===== config.mk =====
export PLATFORM = sky130hd
export DESIGN_NAME = risc_control_unit
export DESIGN_NICKNAME = d
export VERILOG_FILES = /design/src/rtl/risc_pkg.sv /design/src/rtl/risc_decoder.sv /design/src/rtl/risc_control_unit.sv
export SDC_FILE = /design/constraint.sdc
export NUM_CORES = 1
export LEC_CHECK = 0
export ABC_AREA = 1
export BUFFER_PORTS_ARGS = -buffer_cell sky130_fd_sc_hd__buf_2
export CORE_MARGIN = 3
export CORE_UTILIZATION = 46
export DETAILED_ROUTE_END_ITERATION = 6
export GPL_ROUTABILITY_DRIVEN = 0
export GPL_TIMING_DRIVEN = 1
export PLACE_DENSITY = 0.75
export RECOVER_POWER = 25
export SYNTH_ARGS = -nofsm -noshare
export SYNTH_HDL_FRONTEND = slang
export SYNTH_SLANG_ARGS = --single-unit

===== constraint.sdc =====
create_clock -name clk -period 1.35 [get_ports clk]
set_input_delay 0.0675 -clock clk [delete_from_list [all_inputs] [get_ports clk]]
set_output_delay 0.0675 -clock clk [all_outputs]
set_load 0.05 [all_outputs]

===== src/rtl/risc_pkg.sv =====
// Shared definitions for the 16-bit RISC core: opcodes, FSM states, IR field
// positions and write-data mux encodings.
package risc_pkg;

    localparam logic [3:0] OP_NOP  = 4'h0;
    localparam logic [3:0] OP_ADD  = 4'h1;
    localparam logic [3:0] OP_SUB  = 4'h2;
    localparam logic [3:0] OP_AND  = 4'h3;
    localparam logic [3:0] OP_OR   = 4'h4;
    localparam logic [3:0] OP_XOR  = 4'h5;
    localparam logic [3:0] OP_LDI  = 4'h6;
    localparam logic [3:0] OP_JMP  = 4'h7;
    localparam logic [3:0] OP_HALT = 4'hF;

    localparam int IR_OP_HI  = 15;
    localparam int IR_OP_LO  = 12;
    localparam int IR_ALU_HI = 14;
    localparam int IR_RD_HI  = 11;
    localparam int IR_RD_LO  = 8;
    localparam int IR_RP_HI  = 7;
    localparam int IR_RP_LO  = 4;
    localparam int IR_RQ_HI  = 3;
    localparam int IR_RQ_LO  = 0;
    localparam int IR_IMM_HI = 7;
    localparam int IR_TGT_HI = 11;

    localparam logic WR_SEL_ALU = 1'b0;
    localparam logic WR_SEL_IMM = 1'b1;

    typedef enum logic [2:0] {
        ST_FETCH  = 3'd0,
        ST_DECODE = 3'd1,
        ST_READ   = 3'd2,
        ST_EXEC   = 3'd3,
        ST_WB     = 3'd4,
        ST_HALT   = 3'd5
    } state_t;

    typedef enum logic [2:0] {
        CLS_NOP     = 3'd0,
        CLS_ALU     = 3'd1,
        CLS_LDI     = 3'd2,
        CLS_JMP     = 3'd3,
        CLS_HALT    = 3'd4,
        CLS_ILLEGAL = 3'd5
    } op_class_t;

endpackage


===== src/rtl/risc_decoder.sv =====
// Combinational opcode classifier: maps the 4-bit opcode to the instruction
// class that steers the control FSM.
module risc_decoder
    import risc_pkg::*;
(
    input  logic [3:0] opcode,
    output op_class_t  op_class
);

    always_comb begin
        op_class = CLS_ILLEGAL;
        case (opcode)
            OP_NOP:                              op_class = CLS_NOP;
            OP_ADD, OP_SUB, OP_AND, OP_OR, OP_XOR: op_class = CLS_ALU;
            OP_LDI:                              op_class = CLS_LDI;
            OP_JMP:                              op_class = CLS_JMP;
            OP_HALT:                             op_class = CLS_HALT;
            default:                             op_class = CLS_ILLEGAL;
        endcase
    end

endmodule


===== src/rtl/risc_control_unit.sv =====
// Multicycle control unit: fetches over a valid handshake, owns the PC and
// sequences register-file reads, ALU select and write-back.
module risc_control_unit
    import risc_pkg::*;
#(
    parameter int              PC_W     = 16,
    parameter logic [PC_W-1:0] RESET_PC = '0
) (
    input  logic            clk,
    input  logic            rst_n,
    output logic [PC_W-1:0] im_addr,
    output logic            im_rd,
    input  logic [15:0]     im_data,
    input  logic            im_valid,
    output logic            rf_read_Rp,
    output logic            rf_read_Rq,
    output logic            rf_write,
    output logic [3:0]      rf_reg_num_Rp,
    output logic [3:0]      rf_reg_num_Rq,
    output logic [3:0]      rf_reg_num_wr,
    output logic            wr_sel,
    output logic [15:0]     imm,
    output logic [2:0]      alu_op,
    output logic            illegal_op,
    output logic            halted,
    output logic [2:0]      fsm_state
);

    // Handshake: an instruction is accepted in the single cycle where im_rd
    // and im_valid are both high in FETCH; im_valid at any other time is ignored.
    state_t          state, state_nx;
    logic [15:0]     ir;
    logic [PC_W-1:0] pc, pc_nx;
    op_class_t       op_class;
    logic            fetch_ok;

    risc_decoder u_decoder (
        .opcode   (ir[IR_OP_HI:IR_OP_LO]),
        .op_class (op_class)
    );

    assign fetch_ok = im_rd && im_valid && (state == ST_FETCH);

    always_comb begin
        state_nx = state;
        pc_nx    = pc;
        case (state)
            ST_FETCH: begin
                if (fetch_ok) begin
                    state_nx = ST_DECODE;
                    pc_nx    = pc + PC_W'(1);
                end
            end
            ST_DECODE: begin
                case (op_class)
                    CLS_ALU:  state_nx = ST_READ;
                    CLS_LDI:  state_nx = ST_WB;
                    CLS_HALT: state_nx = ST_HALT;
                    CLS_JMP: begin
                        state_nx = ST_FETCH;
                        pc_nx    = PC_W'(ir[IR_TGT_HI:0]);
                    end
                    default:  state_nx = ST_FETCH;
                endcase
            end
            ST_READ: state_nx = ST_EXEC;
            ST_EXEC: state_nx = ST_WB;
            ST_WB:   state_nx = ST_FETCH;
            ST_HALT: state_nx = ST_HALT;
            default: state_nx = ST_FETCH;
        endcase
    end

    // Strobes are registered from the next state so each one lines up with
    // the cycle its state occupies, free of any path from the memory inputs.
    always_ff @(posedge clk or negedge rst_n) begin
        if (!rst_n) begin
            state      <= ST_FETCH;
            pc         <= RESET_PC;
            ir         <= '0;
            im_rd      <= 1'b0;
            rf_read_Rp <= 1'b0;
            rf_read_Rq <= 1'b0;
            rf_write   <= 1'b0;
            wr_sel     <= WR_SEL_ALU;
            alu_op     <= 3'b000;
            halted     <= 1'b0;
        end else begin
            state <= state_nx;
            pc    <= pc_nx;
            if (fetch_ok) begin
                ir <= im_data;
            end
            im_rd      <= (state_nx == ST_FETCH);
            rf_read_Rp <= (state_nx == ST_READ);
            rf_read_Rq <= (state_nx == ST_READ);
            rf_write   <= (state_nx == ST_WB);
            wr_sel     <= ((state_nx == ST_WB) && (op_class == CLS_LDI)) ? WR_SEL_IMM : WR_SEL_ALU;
            alu_op     <= ((state_nx == ST_EXEC) || (state_nx == ST_WB)) ? ir[IR_ALU_HI:IR_OP_LO] : 3'b000;
            halted     <= (state_nx == ST_HALT);
        end
    end

    assign illegal_op    = (state == ST_DECODE) && (op_class == CLS_ILLEGAL);
    assign im_addr       = pc;
    assign rf_reg_num_wr = ir[IR_RD_HI:IR_RD_LO];
    assign rf_reg_num_Rp = ir[IR_RP_HI:IR_RP_LO];
    assign rf_reg_num_Rq = ir[IR_RQ_HI:IR_RQ_LO];
    assign imm           = {8'h00, ir[IR_IMM_HI:0]};
    assign fsm_state     = state;

endmodule


Yosys cells after proc, flatten, opt, wreduce, memory -nomap -nowiden:

Memories as Yosys holds them, arrays and structs flattened.
Index checks and enable logic that the tools add are counted.

* word-level logic and storage cells: 43
* memories: 1
* memory bits (read-only): 48
* flip-flop bits (word level): 43

Memories
* (name not given): depth 16, width 3, read ports 1, clocked after Yosys merged registers in 0, write ports 0, RTL line risc_decoder.sv:12 `case (opcode)`

* equal/unequal tests: 15
* reduce and logical (&&, ||, !) cells: 9
* add/subtract/negate cells: 1
* mux-type cells: 8

Operators by type and width (number)
* $mux 16: 2
* $pmux 16 s2: 1
* $eq 3x2->1 const B: 6
* $add 16x1->16 const B: 1
* $eq 3x3->1 const B: 5
* $pmux 3 s5: 1
* $pmux 3 s3: 1
* $eq 3x1->1 const B: 2
* $logic_not 3->1: 2
* $mux 3: 2
* $logic_and 1x1->1: 4
* $reduce_and 3->1: 1
* $ne 2x1->1 const B: 1
* $ne 2x2->1 const B: 1
* $reduce_bool 2->1: 1
* $logic_or 1x1->1: 1
* $mux 1: 1

Longest topological paths before layout:

* depth in word-level cells: 7
* mapped depth: 9
* depth with buffers taken out: 9

By module:

Synthesis repeated with hierarchy kept, for this count alone.

* cells, all modules: 317
* area total of the unflattened synthesis: 2409.8 um^2

Modules (own cells, without submodules)
* risc_control_unit: instances 1, sequential area each 1076.0 um^2, cells each 307, area each 2362.3 um^2
* risc_decoder: instances 1, sequential area each 0.0 um^2, cells each 10, area each 47.5 um^2

Least setup slack after synthesis:

Ideal clock, no wire load.

* path type: reg2out
* start point: register state[1] (netlist: fsm_state[1])
* end point: output port illegal_op
* buffers on the path: 1
* data arrival time: 1805 ps
* required time: 1283 ps
* setup slack: -523 ps
* stages on the path, launching flop included: 5
* cell sequence: dfrtp_1 > nor2_4 > nand2_4 > clkbuf_1 > nor2_1

* longest elaborated chain between the ends: 2

RTL lines
* from (decl): RTL line risc_control_unit.sv:31 `state_t state, state_nx;`
* from (signal assigned): RTL line risc_control_unit.sv:89 `state <= state_nx;`
* $eq 3x1->1: RTL line risc_control_unit.sv:104 `assign illegal_op = (state == ST_DECODE) && (op_class == CLS_ILLEGAL);`
* $logic_and 1x1->1: RTL line risc_control_unit.sv:104
* to (decl): RTL line risc_control_unit.sv:24 `output logic illegal_op,`

No other way between the ends.

Final worst setup path:

Same ends and word-level chain as after synthesis.

==> key figures <==
Status
  • Run status: finished, violations left
  • Violations in the final reports: negative setup slack

Power and ir drop
  • Leakage: 1.81 nW
  • VDD IR max: 0.557 mV
  • Power Dens Cells: 689 nW/um^2

Timing
  • Final period utilization: 1.03
  • Setup violators final: 9
  • Setup TNS: -0.138 ns
  • Rel. slew slack: 0.616
  • Min cycle time layout: 1.39 ns
  • Fmax: 722 MHz
  • Skew final: 0.00818 ns
  • Final Hold Viols: 0
  • Pins Over Slew Limit: 0
  • Slew @ Worst Pin: 0.575 ns
  • Unrepaired setup endpoints after global routing: true
  • Worst Slack Setup Final: -0.0352 ns

Critical path
  • CP max FO: 3
  • Crit path cell chain: nor2_4, nand2_4, buf_6, nor2_4, buf_8
  • Worst setup EP type: primary output
  • Worst r2r src: fsm_state[1]
  • CP required: 1.28 ns
  • Crit-path leading delay family: flip-flops
  • Worst R2R End: im_addr[10]
  • Reg2Reg Depth: 7
  • Most frequent CP cell: nor2_4
  • Slowest cell on crit path: dfrtp_2
  • R2R Setup Slk: -0.03 ns
  • Critical Path Source Type: register
  • Worst path max stage delay: 0.43 ns
  • Critical path class: register to primary output
  • CP Buf/Inv Count: 2
  • Worst EP arrival: 1.32 ns

Min path
  • Hold path endpoint: ir[11]
  • Hold Path Depth: 6
  • Worst hold path type: input pin to register
  • Critical hold path startpoint: im_valid

Layout
  • Commonest non-fill, non-tap cell in the layout: nand2_1
  • Most frequent cells in the layout: nand2_1, buf_2, nor2_1
  • Inserted Diodes: 0
  • Final Util: 0.658
  • Design area: 3250 sq um
  • P&R area growth vs syn: 32.4%
  • Layout cells sized above 1: 0.391
  • Nets: 431

Global routing
  • Largest net degree at the start of global routing: 44
  • Total track usage: 0.200
  • First-pass GRT wire length: 9910 um
  • Vias in the first global route: 2222
  • Initial antenna violation count: 0
  • Remaining Overflow, GRT: 0

Placed design
  • Area after DPL: 2850 sq um
  • PortBufs: 67
  • Place WS: -0.0845 ns
  • DPL Wire Length: 4120 um

Yosys
  • Avg Cell Area, Syn: 7.68 sq um
  • Cell count after synthesis: 320
  • Sequential share of the synthesized area: 0.438
  • Synth area leaders: dfrtp_1, nand2_1, buf_4
  • Synth Cell Area: 2460 sq um
  • Flops & latches, synth: 43
  • Syn. warnings: 0
  • Yosys cell types: 30
  • Synth top area share: 0.438
  • Area leader, netlist: dfrtp_1

Floorplan
  • Chip height: 79.1 um
  • Chip Width: 79.1 um
  • Die area: 6250 sq um
  • Area of the core: 4940 sq um
  • Ports: 76
  • Row count: 25
  • Initial Utilization: 0.497

Clock network
  • CTS Buffer Depth: 2
  • CTS clock-pin slew for the worst setup and hold paths: 0.08 ns
  • Htree depth: 2
  • Clk_lat worst skew: 0.30 ns
  • Root buffer cell: clkbuf_8
  • CTS tree: built
  • Clock Sinks: 43
  • Num CTS Buffers: 5

Route
  • WL/cell: 12.4 um
  • DRC viols: 0
  • First-pass iteration count of the detailed router: 4
  • DR iter-0 viols: 141
  • Routed Antenna Nets: 0
  • Vias post-DR: 2315
  • Drt via density: 4.83
  • Routed wire length: 5960 um

Run
  • # Max-Cap Violations: 0
==> metrics by stage <==
step	total power [mW]	std cells	hold slack, ns
after floorplan	1.38	327	-0.228
after global placement	1.41	444	0.170
after detailed placement	1.41	444	0.175
after CTS	2.25	473	0.327
after global routing	2.32	479	0.345
final	2.24	479	0.294
==> kinds of logic after synthesis <==
group,count (synthesis),share of synthesized area
simple gates,180,0.327
buf+inv,66,0.156
flops,43,0.438
compound gates,28,0.0683
xor+xnor,1,0.00357
fa+ha+maj,1,0.00509
other cells,1,0.00153
==> Yosys cell counts <==
master,number
buf_2,3
conb_1,1
nand2_2,3
dfrtp_1,43
nor3b_1,1
nand2_1,95
clkinv_2,1
or2_2,4
xor2_1,1
o22ai_1,5
o21ai_1,5
nand4_1,7
inv_2,2
clkbuf_1,1
inv_1,27
nor2_1,42
buf_4,29
nand3_4,1
o21ai_0,9
nand3_1,21
a21oi_1,3
o21bai_1,1
nand2_4,2
buf_6,3
nand3b_4,1
nor2_4,2
ha_1,1
o21ai_2,3
a21oi_2,2
and2_1,1
==> flip-flops by register name, summed over array words and instances (netlist names), 3 cells and up <==
register   cells
im_addr       16
ir            16
alu_op         3
fsm_state      3
==> worst min-delay path, delay by kind of cell <==
family | cells | cell delay, ns
buf+inv | 2 | 0.16
simple gates | 4 | 0.34
==> cell type report <==
| cell class | count | area (sq um) |
|---|---|---|
| timing repair buffer | 113 | 749 |
| fill | 411 | 1690 |
| tap | 67 | 83.8 |
| clock buffer | 6 | 72.6 |
| multi-input combinational | 218 | 1120 |
| sequential | 43 | 1090 |
| inverter | 30 | 125 |
| clock inverter | 2 | 12.5 |
==> how the worst max path moves through the flow <==
stage / depth (start not counted) / to / startpoint / slack, ns
after floorplan: 9 / im_addr[5] / fsm_state[2] / -0.12
after global placement: 9 / im_addr[9] / fsm_state[2] / 0.009
after detailed placement: 9 / im_addr[11] / fsm_state[2] / -0.08
after CTS: 5 / illegal_op / fsm_state[1] / -0.04
after global routing: 8 / wr_sel / ir[13] / -0.11
final: 5 / illegal_op / fsm_state[1] / -0.04
==> per-layer routing <==
layer | up-vias | global-route usage | wire [um]
li1 | 1156 | - | -
met1 | 1053 | 0.240 | 2420
met2 | 95 | 0.363 | 3060
met3 | 11 | 0.0431 | 393
met4 | 0 | 0.0515 | 85
met5 | - | 0 | 0
==> repair_timing <==
item / CTS / global route
setup buffers: 4 / 6
endpoints found under the setup margin: 13 / 35
endpoints found under the hold margin: 59 / 0
gates resized for setup: 8 / 17
pin swaps: 3 / 9
hold buffers: 17 / 0
==> power by group <==
part | internal, mW | total [mW] | switching, mW | leakage, nW
sequential | 1.29 | 1.29 | 0 | 0.526
combinational | 0.0515 | 0.136 | 0.0847 | 1.24
clock | 0.362 | 0.818 | 0.456 | 0.0412
No activity file was read; power rests on OpenSTA's default activity.
